[src/rtl/rv32v_types_pkg.sv]
// Shared RV32V vector types: element width, element offsets, sequencer state.
// Latency: n/a (types and constants only).
// Backpressure: n/a.
package rv32v_types_pkg;

  // Register file lane count and vl counter width used across the pipeline.
  localparam int NUM_LANES = 2;
  localparam int VL_WIDTH  = 7;

  typedef enum logic [1:0] {
    SEW_8  = 2'd0,
    SEW_16 = 2'd1,
    SEW_32 = 2'd2,
    SEW_64 = 2'd3
  } sew_t;

  // Element index; one bit wider than VL_WIDTH so vl = 2^(VL_WIDTH+1)-1 fits.
  typedef logic [VL_WIDTH:0] offset_t;

  typedef enum logic [0:0] {
    SEQ_IDLE = 1'b0,
    SEQ_RUN  = 1'b1
  } seq_state_t;

endpackage

[src/rtl/rv32v_element_sequencer_if.sv]
// Decode/execute-facing bundle of the element sequencer.
// Latency: n/a (wiring only).
// Backpressure: beat_valid/beat_ready handshake toward execute; start/busy toward decode.
interface rv32v_element_sequencer_if
  import rv32v_types_pkg::*;
#(
  parameter int NUM_LANES = 2,
  parameter int VL_WIDTH  = 7
) ();

  // Decode side
  logic                  start;
  logic [4:0]            vs1_in;
  logic [4:0]            vs2_in;
  logic [4:0]            vs3_in;
  logic [4:0]            vd_in;
  logic [VL_WIDTH:0]     vl_in;
  sew_t                  sew_in;
  logic                  busy;

  // Register file / pipeline side
  logic [4:0]            vs1;
  logic [4:0]            vs2;
  logic [4:0]            vs3;
  logic [4:0]            vd;
  logic [VL_WIDTH:0]     vs1_offset;
  logic [VL_WIDTH:0]     vs2_offset;
  logic [VL_WIDTH:0]     vs3_offset;
  logic [VL_WIDTH:0]     vd_offset;
  sew_t                  sew;
  logic [VL_WIDTH:0]     vl;
  logic [NUM_LANES-1:0]  lane_active;
  logic                  beat_valid;
  logic                  beat_ready;
  logic                  first_beat;
  logic                  last_beat;
  logic                  done;

  // Sequencer side
  modport master (
    input  start, vs1_in, vs2_in, vs3_in, vd_in, vl_in, sew_in, beat_ready,
    output busy, vs1, vs2, vs3, vd, vs1_offset, vs2_offset, vs3_offset, vd_offset,
           sew, vl, lane_active, beat_valid, first_beat, last_beat, done
  );

  // Decode + execute side
  modport slave (
    output start, vs1_in, vs2_in, vs3_in, vd_in, vl_in, sew_in, beat_ready,
    input  busy, vs1, vs2, vs3, vd, vs1_offset, vs2_offset, vs3_offset, vd_offset,
           sew, vl, lane_active, beat_valid, first_beat, last_beat, done
  );

endinterface

[src/rtl/rv32v_element_sequencer.sv]
// Steps one latched vector instruction through its vl elements, NUM_LANES per beat.
// Latency: start accepted at edge N -> first beat valid in cycle N+1; one beat/cycle.
// Backpressure: beat held stable while beat_ready=0; start ignored while busy.
module rv32v_element_sequencer
  import rv32v_types_pkg::*;
#(
  parameter int NUM_LANES = 2,
  parameter int VL_WIDTH  = 7
) (
  input logic                       CLK,
  input logic                       nRST,
  rv32v_element_sequencer_if.master sif
);

  localparam int OW = VL_WIDTH + 1;   // offset / vl width
  localparam int WW = VL_WIDTH + 2;   // widened compare width, cannot wrap
  localparam logic [WW-1:0] LANES_W = WW'(NUM_LANES);

  seq_state_t     state_q, state_d;
  logic [OW-1:0]  offset_q, offset_d;
  logic           done_q, done_d;

  logic [4:0]     vs1_q, vs2_q, vs3_q, vd_q;
  logic [OW-1:0]  vl_q;
  sew_t           sew_q;

  logic           run;
  logic           load;
  logic           xfer;
  logic           last;
  logic [WW-1:0]  offset_w;
  logic [WW-1:0]  next_off_w;
  logic [WW-1:0]  vl_w;
  logic [NUM_LANES-1:0] lane_act;

  assign run        = (state_q == SEQ_RUN);
  assign load       = !run && sif.start && (sif.vl_in != '0);
  assign offset_w   = {1'b0, offset_q};
  assign vl_w       = {1'b0, vl_q};
  assign next_off_w = offset_w + LANES_W;
  assign last       = run && (next_off_w >= vl_w);
  assign xfer       = run && sif.beat_ready;

  // Per-lane element-in-range flags, widened so offset+i never wraps.
  for (genvar i = 0; i < NUM_LANES; i++) begin : g_lane
    assign lane_act[i] = run && ((offset_w + WW'(i)) < vl_w);
  end

  // Next-state: accept in IDLE, advance offset on each transferred beat.
  always_comb begin
    state_d  = state_q;
    offset_d = offset_q;
    done_d   = 1'b0;
    case (state_q)
      SEQ_IDLE: begin
        if (sif.start) begin
          if (sif.vl_in != '0) begin
            state_d  = SEQ_RUN;
            offset_d = '0;
          end else begin
            // Empty instruction: acknowledge with a registered done pulse only.
            done_d = 1'b1;
          end
        end
      end
      SEQ_RUN: begin
        if (xfer) begin
          if (last) begin
            state_d = SEQ_IDLE;
          end else begin
            offset_d = next_off_w[OW-1:0];
          end
        end
      end
      default: state_d = SEQ_IDLE;
    endcase
  end

  // Control state registers.
  always_ff @(posedge CLK or negedge nRST) begin
    if (!nRST) begin
      state_q  <= SEQ_IDLE;
      offset_q <= '0;
      done_q   <= 1'b0;
    end else begin
      state_q  <= state_d;
      offset_q <= offset_d;
      done_q   <= done_d;
    end
  end

  // Instruction fields, captured only when a non-empty instruction is accepted.
  always_ff @(posedge CLK or negedge nRST) begin
    if (!nRST) begin
      vs1_q <= '0;
      vs2_q <= '0;
      vs3_q <= '0;
      vd_q  <= '0;
      vl_q  <= '0;
      sew_q <= SEW_8;
    end else if (load) begin
      vs1_q <= sif.vs1_in;
      vs2_q <= sif.vs2_in;
      vs3_q <= sif.vs3_in;
      vd_q  <= sif.vd_in;
      vl_q  <= sif.vl_in;
      sew_q <= sif.sew_in;
    end
  end

  assign sif.busy        = run;
  assign sif.beat_valid  = run;
  assign sif.vs1         = vs1_q;
  assign sif.vs2         = vs2_q;
  assign sif.vs3         = vs3_q;
  assign sif.vd          = vd_q;
  assign sif.vl          = vl_q;
  assign sif.sew         = sew_q;
  assign sif.vs1_offset  = offset_q;
  assign sif.vs2_offset  = offset_q;
  assign sif.vs3_offset  = offset_q;
  assign sif.vd_offset   = offset_q;
  assign sif.lane_active = lane_act;
  assign sif.first_beat  = run && (offset_q == '0);
  assign sif.last_beat   = last;
  // Final-beat done is combinational with the handshake; empty-vl done is registered.
  assign sif.done        = done_q || (xfer && last);

endmodule

[src/flat_wrapper.sv]
// flat-port wrapper written by rule: the top's interface ports become plain ports
module rv32v_element_sequencer_flat import rv32v_types_pkg::*;
#(
  parameter int NUM_LANES = 2,
  parameter int VL_WIDTH  = 7
)
  (CLK, nRST, sif_start, sif_vs1_in, sif_vs2_in, sif_vs3_in, sif_vd_in, sif_vl_in, sif_sew_in, sif_beat_ready, sif_busy, sif_vs1, sif_vs2, sif_vs3, sif_vd, sif_vs1_offset, sif_vs2_offset, sif_vs3_offset, sif_vd_offset, sif_sew, sif_vl, sif_lane_active, sif_beat_valid, sif_first_beat, sif_last_beat, sif_done);
  rv32v_element_sequencer_if #(.NUM_LANES(NUM_LANES), .VL_WIDTH(VL_WIDTH)) sif_i ();
  input logic CLK;
  input logic nRST;
  input wire logic [$bits(sif_i.start)-1:0] sif_start;
  input wire logic [$bits(sif_i.vs1_in)-1:0] sif_vs1_in;
  input wire logic [$bits(sif_i.vs2_in)-1:0] sif_vs2_in;
  input wire logic [$bits(sif_i.vs3_in)-1:0] sif_vs3_in;
  input wire logic [$bits(sif_i.vd_in)-1:0] sif_vd_in;
  input wire logic [$bits(sif_i.vl_in)-1:0] sif_vl_in;
  input wire logic [$bits(sif_i.sew_in)-1:0] sif_sew_in;
  input wire logic [$bits(sif_i.beat_ready)-1:0] sif_beat_ready;
  output wire logic [$bits(sif_i.busy)-1:0] sif_busy;
  output wire logic [$bits(sif_i.vs1)-1:0] sif_vs1;
  output wire logic [$bits(sif_i.vs2)-1:0] sif_vs2;
  output wire logic [$bits(sif_i.vs3)-1:0] sif_vs3;
  output wire logic [$bits(sif_i.vd)-1:0] sif_vd;
  output wire logic [$bits(sif_i.vs1_offset)-1:0] sif_vs1_offset;
  output wire logic [$bits(sif_i.vs2_offset)-1:0] sif_vs2_offset;
  output wire logic [$bits(sif_i.vs3_offset)-1:0] sif_vs3_offset;
  output wire logic [$bits(sif_i.vd_offset)-1:0] sif_vd_offset;
  output wire logic [$bits(sif_i.sew)-1:0] sif_sew;
  output wire logic [$bits(sif_i.vl)-1:0] sif_vl;
  output wire logic [$bits(sif_i.lane_active)-1:0] sif_lane_active;
  output wire logic [$bits(sif_i.beat_valid)-1:0] sif_beat_valid;
  output wire logic [$bits(sif_i.first_beat)-1:0] sif_first_beat;
  output wire logic [$bits(sif_i.last_beat)-1:0] sif_last_beat;
  output wire logic [$bits(sif_i.done)-1:0] sif_done;
  assign sif_i.start = sif_start;
  assign sif_i.vs1_in = sif_vs1_in;
  assign sif_i.vs2_in = sif_vs2_in;
  assign sif_i.vs3_in = sif_vs3_in;
  assign sif_i.vd_in = sif_vd_in;
  assign sif_i.vl_in = sif_vl_in;
  assign sif_i.sew_in = sif_sew_in;
  assign sif_i.beat_ready = sif_beat_ready;
  assign sif_busy = sif_i.busy;
  assign sif_vs1 = sif_i.vs1;
  assign sif_vs2 = sif_i.vs2;
  assign sif_vs3 = sif_i.vs3;
  assign sif_vd = sif_i.vd;
  assign sif_vs1_offset = sif_i.vs1_offset;
  assign sif_vs2_offset = sif_i.vs2_offset;
  assign sif_vs3_offset = sif_i.vs3_offset;
  assign sif_vd_offset = sif_i.vd_offset;
  assign sif_sew = sif_i.sew;
  assign sif_vl = sif_i.vl;
  assign sif_lane_active = sif_i.lane_active;
  assign sif_beat_valid = sif_i.beat_valid;
  assign sif_first_beat = sif_i.first_beat;
  assign sif_last_beat = sif_i.last_beat;
  assign sif_done = sif_i.done;
  rv32v_element_sequencer #(.NUM_LANES(NUM_LANES), .VL_WIDTH(VL_WIDTH)) u_core (.CLK(CLK), .nRST(nRST), .sif(sif_i));
endmodule
[config.mk]
export PLATFORM = sky130hd
export DESIGN_NAME = rv32v_element_sequencer_flat
export DESIGN_NICKNAME = d
export VERILOG_FILES = /design/src/rtl/rv32v_types_pkg.sv /design/src/rtl/rv32v_element_sequencer_if.sv /design/src/rtl/rv32v_element_sequencer.sv /design/src/flat_wrapper.sv
export SDC_FILE = /design/constraint.sdc
export NUM_CORES = 1
export LEC_CHECK = 0
export ABC_AREA = 1
export BUFFER_PORTS_ARGS = -buffer_cell sky130_fd_sc_hd__buf_4
export CORE_MARGIN = 3
export CORE_UTILIZATION = 43
export CTS_CLUSTER_DIAMETER = 120
export DETAILED_ROUTE_END_ITERATION = 10
export PLACE_DENSITY = 0.76
export SETUP_SLACK_MARGIN = 0.4
export SYNTH_ARGS = -nofsm -noshare
export SYNTH_HDL_FRONTEND = slang
export SYNTH_SLANG_ARGS = --single-unit
[constraint.sdc]
create_clock -name CLK -period 2.07 [get_ports CLK]
set_input_delay 0 -clock CLK [delete_from_list [all_inputs] [get_ports CLK]]
set_output_delay 0 -clock CLK [all_outputs]
set_load 0.03 [all_outputs]
After elaboration in Yosys (flattened, before gate mapping)
Index checks and enable logic that the tools add are counted. Widths: inputs -> output; s select.

Reduce and logical (&&, ||, !) cells: 13. Bitwise gates (word level): 1. Magnitude comparators: 3. Add/subtract/negate cells: 2. Multiplexer cells: 13. Equal/unequal tests: 4.

Operators with widths (count): $mux 8 (4); $pmux 8 s2 (1); $add 8x1->9 const B (1); $add 8x2->9 const B (1); $ge 9x8->1 (1); $lt 9x8->1 (1); $logic_and 1x1->1 (8); $logic_not 8->1 (1); $lt 8x8->1 (1); $reduce_bool 8->1 (1); $mux 1 (7); $ne 2x2->1 const B (3); $reduce_and 4->1 (1); $ne 2x1->1 const B (1); $pmux 1 s2 (1); $logic_not 1->1 (1); $logic_or 1x1->1 (1); $not 1->1 (1).

Word-level logic and storage cells: 45. Bits of input ports: 34. Output and inout port bits: 69. Flip-flop bits (word level): 40.

Longest topological paths before layout
Depth in word-level cells: 6. Depth in mapped cells: 18. Mapped depth without buffers: 18.

Worst setup path before layout
No wires, ideal clock.

Path type: flip-flop to output port. Start: register u_core.offset_q[1], in the netlist u_core.sif.vd_offset[1]. End: output port sif_done. Required time: 2.070 ns. Buffers on the path: 1. Stages on the path, launching flop included: 18. Slack: -0.565 ns. Arrival: 2.635 ns. Cells stage by stage: dfrtp_1 inv_1 nor2_2 inv_1 nor2_1 nand2_1 xor2_1 inv_1 ha_1 nand2_1 inv_1 nand3_1 nor2_1 nor2_1 nand2_1 nand2_2 buf_6 o21bai_1.

Cells in the longest elaborated chain, start to end: 5.

Ends and longest elaborated chain: from (decl) (line rv32v_element_sequencer.sv:20) `logic [OW-1:0] offset_q, offset_d;`; from (signal assigned) (line rv32v_element_sequencer.sv:87) `offset_q <= offset_d;`; $add 8x2->9 (line rv32v_element_sequencer.sv:40) `assign next_off_w = offset_w + LANES_W;`; $ge 9x8->1 (line rv32v_element_sequencer.sv:41) `assign last = run && (next_off_w >= vl_w);`; $logic_and 1x1->1 (line rv32v_element_sequencer.sv:41); $logic_and 1x1->1 (line rv32v_element_sequencer.sv:127) `assign sif.done = done_q || (xfer && last);`; $logic_or 1x1->1 (line rv32v_element_sequencer.sv:127); to (decl) (line flat_wrapper.sv:34) `output wire logic [$bits(sif_i.done)-1:0] sif_done;`.

Every way passes these cells.

Worst setup path in the final report
Same ends and word-level chain as after synthesis.

==> metrics.md <==
| Metric | Value |
|---|---|
| Failing checks | `setup timing` |
| Post-synthesis sequential area ratio | `0.3963` |
| Mapped Cells | `311` |
| Fin crit share | `1.225` |
| Flops & latches, synth | `39` |
| Final #Nets | `497` |
| CP Max Fanout | `4` |
| Antenna cells | `0` |
| VDD IR max | `0.8224 mV` |
| Die Ht | `81.68 µm` |
| Post-synth ARST share | `1.000` |
| Reg-to-Reg Start | `u_core.sif.vd_offset[1]` |
| Largest stage delay, worst path | `0.45 ns` |
| CTS tree | `done` |
| Outcome | `finished with violations` |
| Largest net degree at the start of global routing | `40` |
| Synth Warn # | `0` |
| DR vias/cell | `5.020` |
| Commonest cells in the netlist | `79 x nand2_1, 39 x dfrtp_1, 33 x nand3_1` |
| Starting Density | `0.4615` |
| HPWL Detailed | `4905 µm` |
| Power per cell area | `1475 mW/mm²` |
| Clock sink count | `39` |
| Smallest setup slack after layout | `-0.4663 ns` |
| Final hold slack | `0.004680 ns` |
| Clock transition at path regs | `0.07 ns` |
| Global-route wire length before repair | `11870 µm` |
| Top cell by count, worst path | `inv_2` |
| TritonCTS Buffers | `5` |
| Row Count | `26` |
| Via count | `2570` |
| Final GP Congestion | `0.8146` |
| Grt ovf | `0` |
| Mapped cell area | `0.002462 mm²` |
| Area fraction of the dominant cell type after synthesis | `0.3963` |
| WP data arrival | `2.54 ns` |
| Worst Skew | `0.007867 ns` |
| Worst-path cell with the longest stage delay | `dfrtp_2` |
| Drt pass-1 iters | `5` |
| Synth area leader | `dfrtp_1` |
| Avg Cell Area, Syn | `7.918 µm²` |
| Hold EP | `u_core.sif.vl[2]` |
| Vias in the first global route | `2563` |
| Static Leak | `2.122 nW` |
| Initial antenna violation count | `0` |
| Clk_lat worst skew | `0.29 ns` |
| Crit path launch type | `flip-flop` |
| Die footprint | `0.006671 mm²` |
| Max-cap violations | `0` |
| R2R Setup Slk | `-0.46 ns` |
| H-Tree Depth | `2` |
| Top_reg_cell synth | `dfrtp_1` |
| Worst min-delay path startpoint | `sif_vl_in[2]` |
| Type of the worst setup path | `flip-flop to output pin` |
| Max Slew Vio Count | `0` |
| Setup violators final | `10` |
| Worst setup EP type | `output pin` |
| Top post-synthesis cells by area | `dfrtp_1 40%, nand2_1 12%, ha_1 11%, buf_4 8.5%, nand3_1 6.7%` |
| Worst EP required | `2.07 ns` |
| Share of post-route cells with drive strength above 1 | `0.4457` |
| Final Critical Period | `2.536 ns` |
| Synth-to-layout area growth | `60.06%` |
| Crit path cell chain | `inv_2, nor2_4, inv_2, nor2_4, nand2_2, xor2_2, inv_2, ha_4, nand2_2, inv_2, nand3_2, inv_1, nand3_1, nand2_1, nand2_2, buf_6, o21bai_4, buf_6` |
| DRC violations left | `0` |
| Final ANT Viol Nets | `0` |
| Count leader, synth | `nand2_1` |
| Io pins | `103` |
| Clock Root Buffer | `clkbuf_8` |
| Clock buffer depth | `2` |
| Fmax achieved | `394.3 MHz` |
| Core area | `0.005335 mm²` |
| Worst r2r dst | `u_core.sif.vd_offset[3]` |
| Hold WC Path Type | `input pin to flip-flop` |
| Final Hold Vio Count | `0` |
| Hold Path Stages | `3` |
| Post-synth EDFFs | `0` |
| PortBufs | `98` |
| Post-Route WL | `7756 µm` |
| Die Wd | `81.68 µm` |
| DR WL/cell | `15.15 µm` |
| GRT Total Usage | `0.2292` |
| DR iter-0 viols | `84` |
| RSZ-0062 raised after global routing | `yes` |
| Final setup TNS | `-4.224 ns` |
| Depth of the most critical reg-to-reg path | `19` |
| Synth cell types | `26` |
[metrics by stage]
step	setup WS [ns]	utilization	instances	cell area (µm²)	total power, W
6_report	-0.4663	0.7387	512	3941	0.005813
5_1_grt	-0.5848	0.7387	512	3941	0.006186
4_1_cts	-0.4370	0.7022	507	3746	0.005514
3_5_place_dp	-0.2368	0.6034	466	3219	0.004699
3_3_place_gp	-0.1959	0.6034	466	3219	0.004608
2_1_floorplan	-0.1847	-	314	2496	0.003547
[cell families (layout without fill, tap and decap cells)]
logic type,after synthesis,after routing,synth area share
XOR/XNOR,3,3,0.01067
buffers and inverters,67,195,0.1550
flip-flops,39,39,0.3963
AND/OR/NAND/NOR,153,153,0.2642
adder cells (fa/ha/maj),21,21,0.1067
AO/OA/AOI/OAI,27,27,0.06555
other,1,4,0.001523
[routing by layer]
| layer | wire length, µm | global-route usage | vias to the layer above | part of all wire |
|---|---|---|---|---|
| met5 | 0 | 0 | - | 0 |
| li1 | - | - | 1224 | - |
| met1 | 3180 | 0.2897 | 1213 | 0.41 |
| met4 | 81 | 0.05980 | 0 | 0.010 |
| met3 | 569 | 0.04825 | 12 | 0.073 |
| met2 | 3925 | 0.3982 | 121 | 0.51 |
[critical path: cells and delay by family (launching register included)]
family,cells,cell delay [ns]
AO/OA/AOI/OAI,1,0.10
XOR/XNOR,1,0.22
adder cells (fa/ha/maj),1,0.27
buffers and inverters,7,0.58
flip-flops,1,0.45
AND/OR/NAND/NOR,8,0.64
[what timing repair did]
action                     4_1_cts  5_1_grt
pin swaps                        6       12
buffers inserted                 4        5
gates resized for setup         21       41
setup endpoints to repair       13       25
hold endpoints to repair        68        0
hold buffers                    30        0
[power by group]
group | switching (W) | internal, W | total (W)
Sequential | 0.000246 | 0.00109 | 0.00134
Clock | 0.000264 | 0.000352 | 0.000617
Combinational | 0.00234 | 0.00152 | 0.00386
[worst max path at each step]
stage / to / slack [ns] / cells after the start / from
2_1_floorplan: u_core.sif.beat_valid / -0.18 / 18 / u_core.sif.vd_offset[3]
3_3_place_gp: sif_done / -0.20 / 15 / u_core.sif.vd_offset[1]
3_5_place_dp: sif_done / -0.24 / 17 / u_core.sif.vd_offset[1]
4_1_cts: sif_done / -0.44 / 18 / u_core.sif.vd_offset[1]
5_1_grt: sif_done / -0.58 / 18 / u_core.sif.vd_offset[1]
6_report: sif_done / -0.47 / 18 / u_core.sif.vd_offset[1]
[placed cells by master, fill, tap and decap left out, types with 8 or more instances in the layout]
cell	count
dlygate4sd3_1	30
buf_4	121
inv_2	8
nand2_2	9
inv_1	18
nand2_1	72
nor2_1	21
ha_1	13
a21oi_1	12
nand3_1	26
buf_6	9
dfrtp_1	33
[sequential cells by signal, indices dropped and copies added (netlist names)]
register,flops
u_core.sif.sew,2
u_core.sif.vl,8
u_core.sif.vs1,5
u_core.sif.beat_valid,1
u_core.sif.vs3,5
u_core.done_q,1
u_core.sif.vd_offset,7
u_core.sif.vs2,5
u_core.sif.vd,5
[area by class of cell]
cell class                 count  area, µm²
inverter                      27      101.3
fill                         359       1394
tap                           70      87.58
clock buffer                   5      68.82
clock inverter                 2      37.54
multi-input combinational    208       1338
sequential                    39      983.4
timing repair buffer         161       1325
No activity file was read; power rests on OpenSTA's default activity.
